--- src/rtl/uart_pkg.sv ---
// Shared types for the UART host-side controller: FSM state encodings and status bit positions.
// No logic or latency of its own; it is consumed by uart_ctrl and uart_rr_arb2.
package uart_pkg;

    typedef enum logic [1:0] {
        T_IDLE      = 2'd0,
        T_WRITE     = 2'd1,
        T_WAIT_ACK  = 2'd2,
        T_WAIT_DONE = 2'd3
    } tx_state_t;

    typedef enum logic [1:0] {
        R_IDLE     = 2'd0,
        R_READ     = 2'd1,
        R_WAIT_CLR = 2'd2
    } rx_state_t;

    localparam int ST_TX_TIMEOUT = 2;
    localparam int ST_RX_DROP    = 1;
    localparam int ST_RSVD       = 0;

    function automatic int max2(input int a, input int b);
        return (a > b) ? a : b;
    endfunction

endpackage

--- src/rtl/uart_rr_arb2.sv ---
// Two-way round-robin arbiter: the grant is combinational from req, and priority moves past the winner on take.
// There is no backpressure; the caller asserts take only in a cycle where it actually consumes the grant.
module uart_rr_arb2 (
    input  logic       clk,
    input  logic       reset,
    input  logic [1:0] req,
    input  logic       take,
    output logic [1:0] gnt
);

    // prio=1 means requester 1 wins a tie.
    logic prio;

    always_comb begin
        gnt = 2'b00;
        if (req == 2'b11) begin
            gnt = prio ? 2'b10 : 2'b01;
        end else begin
            gnt = req;
        end
    end

    always_ff @(posedge clk) begin
        if (reset) begin
            prio <= 1'b0;
        end else if (take && (gnt != 2'b00)) begin
            prio <= gnt[0];
        end
    end

endmodule

--- src/rtl/uart_ctrl.sv ---
// Bridges two transmit requesters and one receive consumer onto a UART host bus (datain/write_n, dataout/read_n).
// A grant pulses req_ready in the idle cycle; the TX side stalls on uart_txrdy, and a full RX buffer drops new bytes.
module uart_ctrl
    import uart_pkg::*;
#(
    parameter int WR_LOW_CYCLES = 2,
    parameter int RD_LOW_CYCLES = 2,
    parameter int ACK_TIMEOUT   = 64
) (
    input  logic        mclkx16,
    input  logic        reset,
    input  logic [1:0]  req_valid,
    input  logic [15:0] req_data,
    output logic [1:0]  req_ready,
    output logic [7:0]  uart_datain,
    output logic        uart_write_n,
    input  logic        uart_txrdy,
    output logic        uart_read_n,
    input  logic        uart_rxrdy,
    input  logic [7:0]  uart_dataout,
    input  logic [2:0]  uart_err,
    output logic        rx_valid,
    output logic [7:0]  rx_data,
    output logic [2:0]  rx_err,
    input  logic        rx_ready,
    output logic [2:0]  status
);

    localparam int TX_CW = $clog2(max2(WR_LOW_CYCLES, ACK_TIMEOUT) + 1);
    localparam int RX_CW = $clog2(RD_LOW_CYCLES + 1);
    localparam logic [TX_CW-1:0] WR_LAST  = TX_CW'(WR_LOW_CYCLES - 1);
    localparam logic [TX_CW-1:0] ACK_LAST = TX_CW'(ACK_TIMEOUT - 1);
    localparam logic [RX_CW-1:0] RD_LAST  = RX_CW'(RD_LOW_CYCLES - 1);

    tx_state_t        tx_state, tx_next;
    logic [TX_CW-1:0] tx_cnt;
    logic             idle_hold;
    logic             tx_grant;
    logic             tx_timeout;
    logic [1:0]       arb_gnt;

    rx_state_t        rx_state, rx_next;
    logic [RX_CW-1:0] rx_cnt;
    logic             rx_capture;
    logic             rx_drop;

    logic             st_tx_timeout;
    logic             st_rx_drop;

    uart_rr_arb2 u_arb (
        .clk   (mclkx16),
        .reset (reset),
        .req   (req_valid),
        .take  (tx_grant),
        .gnt   (arb_gnt)
    );

    // idle_hold blocks a grant in the first idle cycle after a completed byte.
    assign tx_grant   = (tx_state == T_IDLE) && !reset && uart_txrdy && !idle_hold && (req_valid != 2'b00);
    assign tx_timeout = (tx_state == T_WAIT_ACK) && uart_txrdy && (tx_cnt == ACK_LAST);

    always_ff @(posedge mclkx16) begin
        if (reset) begin
            tx_state <= T_IDLE;
        end else begin
            tx_state <= tx_next;
        end
    end

    always_comb begin
        tx_next = tx_state;
        case (tx_state)
            T_IDLE: begin
                if (tx_grant) tx_next = T_WRITE;
            end
            T_WRITE: begin
                if (tx_cnt == WR_LAST) tx_next = T_WAIT_ACK;
            end
            T_WAIT_ACK: begin
                if (!uart_txrdy) begin
                    tx_next = T_WAIT_DONE;
                end else if (tx_cnt == ACK_LAST) begin
                    tx_next = T_IDLE;
                end
            end
            T_WAIT_DONE: begin
                if (uart_txrdy) tx_next = T_IDLE;
            end
            default: tx_next = T_IDLE;
        endcase
    end

    always_comb begin
        req_ready    = tx_grant ? arb_gnt : 2'b00;
        uart_write_n = (tx_state != T_WRITE);
    end

    always_ff @(posedge mclkx16) begin
        if (reset) begin
            tx_cnt      <= '0;
            uart_datain <= 8'h00;
            idle_hold   <= 1'b0;
        end else begin
            idle_hold <= (tx_state == T_WAIT_DONE) && uart_txrdy;
            if (tx_state != tx_next) begin
                tx_cnt <= '0;
            end else if ((tx_state == T_WRITE) || (tx_state == T_WAIT_ACK)) begin
                tx_cnt <= tx_cnt + TX_CW'(1);
            end
            if (tx_grant) begin
                uart_datain <= arb_gnt[1] ? req_data[15:8] : req_data[7:0];
            end
        end
    end

    assign rx_capture = (rx_state == R_READ) && (rx_cnt == RD_LAST);
    assign rx_drop    = rx_capture && rx_valid && !rx_ready;

    always_ff @(posedge mclkx16) begin
        if (reset) begin
            rx_state <= R_IDLE;
        end else begin
            rx_state <= rx_next;
        end
    end

    always_comb begin
        rx_next = rx_state;
        case (rx_state)
            R_IDLE: begin
                if (uart_rxrdy) rx_next = R_READ;
            end
            R_READ: begin
                if (rx_capture) rx_next = R_WAIT_CLR;
            end
            R_WAIT_CLR: begin
                // Wait for the UART to drop rxrdy so the same byte is never read twice.
                if (!uart_rxrdy) rx_next = R_IDLE;
            end
            default: rx_next = R_IDLE;
        endcase
    end

    always_comb begin
        uart_read_n = (rx_state != R_READ);
    end

    always_ff @(posedge mclkx16) begin
        if (reset) begin
            rx_cnt   <= '0;
            rx_valid <= 1'b0;
            rx_data  <= 8'h00;
            rx_err   <= 3'b000;
        end else begin
            rx_cnt <= (rx_state == R_READ) ? rx_cnt + RX_CW'(1) : '0;
            if (rx_capture && !rx_drop) begin
                rx_valid <= 1'b1;
                rx_data  <= uart_dataout;
                rx_err   <= uart_err;
            end else if (rx_valid && rx_ready) begin
                rx_valid <= 1'b0;
            end
        end
    end

    always_ff @(posedge mclkx16) begin
        if (reset) begin
            st_tx_timeout <= 1'b0;
            st_rx_drop    <= 1'b0;
        end else begin
            if (tx_timeout) st_tx_timeout <= 1'b1;
            if (rx_drop)    st_rx_drop    <= 1'b1;
        end
    end

    always_comb begin
        status                = 3'b000;
        status[ST_TX_TIMEOUT] = st_tx_timeout;
        status[ST_RX_DROP]    = st_rx_drop;
        status[ST_RSVD]       = 1'b0;
    end

endmodule
--- config.mk ---
export PLATFORM = sky130hd
export DESIGN_NAME = uart_ctrl
export DESIGN_NICKNAME = d
export VERILOG_FILES = /design/src/rtl/uart_pkg.sv /design/src/rtl/uart_rr_arb2.sv /design/src/rtl/uart_ctrl.sv
export SDC_FILE = /design/constraint.sdc
export NUM_CORES = 1
export LEC_CHECK = 0
export ABC_CLOCK_PERIOD_IN_PS = 2700
export BUFFER_PORTS_ARGS = -buffer_cell sky130_fd_sc_hd__buf_2
export CAP_MARGIN = 20
export CORE_MARGIN = 1.5
export CORE_UTILIZATION = 35
export CTS_BUF_LIST = sky130_fd_sc_hd__clkbuf_4
export CTS_CLUSTER_DIAMETER = 50
export DETAILED_ROUTE_END_ITERATION = 8
export GPL_ROUTABILITY_DRIVEN = 0
export GPL_TIMING_DRIVEN = 0
export HOLD_SLACK_MARGIN = 0.06
export PLACE_DENSITY = 0.67
export SYNTH_ARGS = -nofsm -noshare
export SYNTH_HDL_FRONTEND = slang
export SYNTH_HIERARCHICAL = 1
export SYNTH_SLANG_ARGS = --single-unit
--- constraint.sdc ---
create_clock -name mclkx16 -period 2.7 [get_ports mclkx16]
set_input_delay 0.54 -clock mclkx16 [delete_from_list [all_inputs] [get_ports mclkx16]]
set_output_delay 0.54 -clock mclkx16 [all_outputs]
set_load 0.05 [all_outputs]
==> run metrics, run 1 <==
synth top area cells=dfxtp_1 (42%), mux2i_1 (11%), nor2_1 (5.8%); Die H=73.7 µm; crit-path max cell delay=0.49 ns; Slew Viols, Final=0; Post-DP HPWL=2.82 mm; drt wl/cell=11.6 µm; HP Class=in -> reg; CTS buffer count=5; most frequent cells in the layout=buf_2 (61), dfxtp_1 (37), nor2_1 (27), mux2i_1 (20), a211oi_1 (9); Sw Ratio=0.285; Worst Tran Pin Value=0.598 ns; # Post-CTS Setup Buffers=0; vias in the first global route=between 1000 and 1500; f_max=413 MHz; period utilization=0.896; core footprint=4750 µm²; port buffer count=59; clock share of power=0.324; Leak=between 0.9 and 1 nW; Worst VDD drop=between 0.3 and 0.4 mV; WL final=3.66 mm; leading area contributor after synthesis=dfxtp_1; WP buf/inv=3; Mean Syn Cell Area=about 9.6 µm²; CTS Buffer Depth=2; Post-synth EDFFs=0; setup TNS=0 ns; synthesized instance count=182; clk root buf=clkbuf_4; Die W=73.7 µm; WP data arrival=approximately 1.9 ns; Starting Density=0.368; Yosys reg bits=37; total internal power=0.000829 W; Area Growth Syn to Fin=26.2%; status=finished, final reports clean; synth unique cells=41; Max FO, Critical Path=9; critical-path cell list=inv_1, a21boi_0, clkbuf_1, and3_1, buf_2; final count of hold timing violations=0; Synth Net Count=224; RSZ-0062 raised after global routing=no; crit path max-delay cell type=clkbuf_1; clk slew on worst S/H paths=0.11 ns; DR pass1 iterations=4; Min Hold Slack=roughly 0.42 ns; drt via density=4.70; Worst Path Required=between 2 and 2.5 ns; GRT Total Usage=0.140; CTS tree=done; sw power=0.000331 W; delay-heaviest family, CP=buffers and inverters; Post-CTS Resized=0; first-pass GRT wire length=~6 mm; vias=1485; die area=5430 µm²; # IOs=61; Max Cap Violations=0; fin nets=between 200 and 300; largest net degree at the start of global routing=13; Synthesis Warnings=6; post-layout min period=~2.4 ns; clock latency on the worst-skew pair=0.34 ns; 1st-iter DRT viols=28; clock sinks=37; Reg2Reg Setup Slack=0.68 ns; Synth Flop Type=dfxtp_1; Sequential Power Share=0.500; layout cell share with drive strength beyond 1=0.317; kind of critical path=reg -> out; most common cell after layout, fill and taps aside=buf_2; DRT antenna net count=0; asr flop ratio synth=0; Worst Clk Skew=0.0102 ns; # setup viols final=0; hold_buf cts=0; grt total ovfl=0; Mapped Area=1750 µm²; crit end category=output pin; Std-Cell Rows=25; Comb pwr share=0.176; post-synthesis sequential area ratio=0.423; initial antenna violation count=0; post-synth top area share=0.423; Max-slew headroom=0.601; Setup crit start kind=flop; H-Tree Depth=2; DR DRC count=0; diode count=0; pwr/cell area=526 nW/µm²
## cells by family (layout without fill, tap and decap cells)
kind of cell	count (synthesis)	after routing	synth area share
and+or+nand+nor	62	62	0.196
DFF	37	37	0.423
AOI/OAI and AO/OA	30	30	0.128
muxes	20	20	0.114
buffers and inverters	18	85	0.0486
adders and majority gates	8	8	0.0572
xor gates and xnor gates	6	6	0.0300
other	1	1	0.00214
## Yosys cell counts, types with 3 or more instances
master,n
dfxtp_1,37
nor2_1,27
mux2i_1,20
a211oi_1,9
ha_1,8
inv_1,8
nor4_1,8
a21oi_1,4
buf_4,4
clkbuf_1,4
nand3b_1,4
o21ai_0,4
nand2_1,3
nand2b_1,3
nor3_1,3
xnor2_1,3
xor2_1,3
## per-layer routing
layer	global-route usage	wire, µm	vias to the layer above
met1	0.180	1730	664
met4	0.0370	27	0
li1	-	-	776
met2	0.223	1670	43
met3	0.0480	232	2
met5	0	0	-
## layout make-up
class / count / area, µm²
tap: 67 / 83.8
clock buffer: 5 / 37.5
inverter: 8 / 30.0
fill: 490 / 2550
buffer: 10 / 55.1
multi-input combinational: 127 / 923
sequential: 37 / 741
timing repair buffer: 59 / 295
clock inverter: 3 / 41.3
## worst reg2reg max path: cells and delay by family, from the launching register on
| kind | cells | cell delay (ns) |
|---|---|---|
| compound gates | 2 | 0.57 |
| fa+ha+maj | 1 | 0.32 |
| buf+inv | 1 | 0.13 |
| flops | 1 | 0.46 |
| simple gates | 2 | 0.41 |
## power by group through the flow
| stage | clock network [W] | registers [W] | logic, W |
|---|---|---|---|
| floorplan | 0 | 0.000634 | 0.000101 |
| global placement | 0 | 0.000591 | 0.000203 |
| detailed placement | 0 | 0.000592 | 0.000205 |
| CTS | 0.000386 | 0.000580 | 0.000205 |
| global route | 0.000412 | 0.000583 | 0.000222 |
| finish | 0.000376 | 0.000580 | 0.000204 |
## path summary, 6_finish.rpt
kind	cells past startpoint	startpoint	endpoint
max	5	u_arb/prio$_SDFFE_PP0P_	req_ready[1]
min	2	reset	u_arb/prio$_SDFFE_PP0P_
max reg2reg	6	tx_state[0]$_SDFF_PP0_	tx_cnt[0]$_SDFFE_PP0P_
min reg2reg	1	rx_cnt[0]$_SDFF_PP0_	rx_cnt[0]$_SDFF_PP0_
## sequential cells by signal, indices dropped and copies added (netlist names)
register,flops
rx_state,2
st_rx_drop,1
u_arb/prio,1
tx_state,2
rx_valid,1
rx_err,3
rx_data,8
idle_hold,1
st_tx_timeout,1
rx_cnt,2
tx_cnt,7
uart_datain,8
## stage by stage
step	std cells	setup WS, ns	cell area [µm²]	utilization	power [W]
floorplan	182	0.534	1750	-	0.000735
global placement	308	0.370	2130	0.448	0.000794
detailed placement	308	0.348	2130	0.448	0.000797
CTS	316	0.258	2210	0.464	0.00117
global route	316	0.138	2210	0.464	0.00122
finish	316	0.281	2210	0.464	0.00116
(Power assumes the default switching activity.)
==> inputs of run 2 (changes only) <==
CORE_ASPECT_RATIO = 0.7   (was unset)
==> run 2 against run 1 <==
Total power shrank 8.8%. Register-to-register slack lost 0.03 ns. Die area grew 0.12%. Clock skew shrank 0.0024 ns. Via count is 0.34% higher. Sequential share of layout area rose by 0.33 points. Setup slack improved by 0.015 ns. Utilization down 0.71 points. Critical endpoint unchanged.
==> run metrics, run 2 (same netlist as run 1, synthesis figures left out) <==
clock share of power=0.260; Area Growth Syn to Fin=25.0%; clock latency on the worst-skew pair=about 0.32 ns; Sequential Power Share=0.548; Std-Cell Rows=21; Worst VDD drop=0.215 mV; final worst slack=0.295 ns; RSZ-0062 raised after global routing=no; Reg-to-Reg Start=tx_state[0]$_SDFF_PP0_; drt via density=4.69; WP data arrival=1.86 ns; Slew Viols, Final=0; Leak=0.915 nW; Largest regs=rx_data: 8 flops, uart_datain: 8 flops, tx_cnt: 7 flops; fin nets=290; Setup crit start kind=flop; Max-slew headroom=0.609; final count of hold timing violations=0; grt total ovfl=0; GRT Total Usage=0.142; post-layout min period=2.40 ns; DRT antenna net count=0; Max Cap Violations=0; Worst Reg2Reg Path Length in Cells=6; crit end category=output pin; Area after DPL=2130 µm²; worst hold path cell count=2; vias in the first global route=1352; most common cell after layout, fill and taps aside=buf_2; H-Tree Depth=2; Reg2Reg Setup Slack=0.65 ns; crit path max-delay cell type=clkbuf_1; kind of critical path=reg -> out; Post-DP HPWL=between 2 and 3 mm; CTS Buffer Depth=2; 1st-iter DRT viols=44; DR pass1 iterations=4; hold_buf cts=0; largest net degree at the start of global routing=13; drt wl/cell=about 12 µm; diode count=0; # setup viols final=0; port buffer count=59; clk slew on worst S/H paths=0.11 ns; layout cell share with drive strength beyond 1=0.321; Hold EP=u_arb/prio$_SDFFE_PP0P_; vias=1490; WL final=3.67 mm; die area=5440 µm²; status=finished, final reports clean; # Post-CTS Setup Buffers=0; total internal power=between 0.0007 and 0.0008 W; Design Area, Final=2190 µm²; pwr/cell area=484 nW/µm²; CTS tree=done; Starting Density=0.366; sw power=0.000323 W; Worst Path Required=2.16 ns; Sw Ratio=0.305; R2R Path End=tx_cnt[2]$_SDFFE_PP0P_; f_max=416 MHz; most frequent cells in the layout=buf_2 (61), dfxtp_1 (37), nor2_1 (27), mux2i_1 (20), a211oi_1 (9); CTS buffer count=5; initial antenna violation count=0; Post-CTS Resized=0; Max FO, Critical Path=9; # IOs=61; period utilization=0.891; Worst Tran Pin Value=0.582 ns; Worst Clk Skew=between 0.007 and 0.008 ns; first-pass GRT wire length=6.30 mm; core footprint=4780 µm²; DR DRC count=0; clock sinks=37; Final Core Density=0.457; hold_sp=reset; HP Class=in -> reg; critical-path cell list=inv_1, a21boi_0, clkbuf_1, and3_1, buf_2; crit-path max cell delay=0.46 ns; Place WS=0.386 ns; Die H=around 62 µm; Comb pwr share=0.193; Die W=87.5 µm; setup TNS=0 ns; clk root buf=clkbuf_4
-- run 2: cell count changes in the layout (fill, tap and decap cells not counted), sizes merged --
cell,previous run,this run
clkinv,1,2
bufinv,1,0
-- run 2: through the flow --
step	hold slack, ns	total power [W]	std cells
after floorplan	0.408	0.000735	182
after global placement	0.422	0.000795	310
after detailed placement	0.428	0.000798	310
after CTS	0.393	0.00108	318
after global routing	0.403	0.00112	318
final	0.410	0.00106	318
-- run 2: layout make-up --
cell class | count | area (µm²)
clock inverter | 3 | 17.5
buffer | 10 | 55.1
sequential | 37 | 741
fill | 515 | 2600
timing repair buffer | 59 | 295
inverter | 8 | 30.0
clock buffer | 5 | 37.5
tap | 69 | 86.3
multi-input combinational | 127 | 923
-- run 2: critical path: cells and delay by family (launching register included) --
| family | cells | cell delay, ns |
|---|---|---|
| AOI/OAI and AO/OA | 1 | 0.14 |
| buffers and inverters | 3 | 0.78 |
| DFF | 1 | 0.39 |
| and+or+nand+nor | 1 | 0.24 |
-- run 2: worst max path at each step --
stage / from / slack (ns) / depth (start not counted) / to
global route: u_arb/prio$_SDFFE_PP0P_ / 0.13 / 5 / req_ready[1]
detailed placement: req_valid[0] / 0.39 / 5 / req_ready[1]
CTS: u_arb/prio$_SDFFE_PP0P_ / 0.26 / 5 / req_ready[1]
global placement: req_valid[0] / 0.37 / 5 / req_ready[1]
floorplan: req_valid[1] / 0.53 / 3 / req_ready[1]
finish: u_arb/prio$_SDFFE_PP0P_ / 0.30 / 5 / req_ready[1]
-- run 2: routing by layer --
layer  GRT usage  up-vias  part of all wire
li1            -      781                 -
met1       0.215      668              0.52
met2       0.204       39              0.42
met3      0.0306        2             0.049
met4      0.0357        0            0.0054
met5           0        -                 0
-- run 2: power by group through the flow --
stage / sequential [W] / combinational (W) / clock (W)
floorplan: 0.000634 / 0.000101 / 0
global placement: 0.000592 / 0.000203 / 0
detailed placement: 0.000592 / 0.000206 / 0
CTS: 0.000580 / 0.000206 / 0.000290
global route: 0.000583 / 0.000224 / 0.000313
finish: 0.000580 / 0.000204 / 0.000275
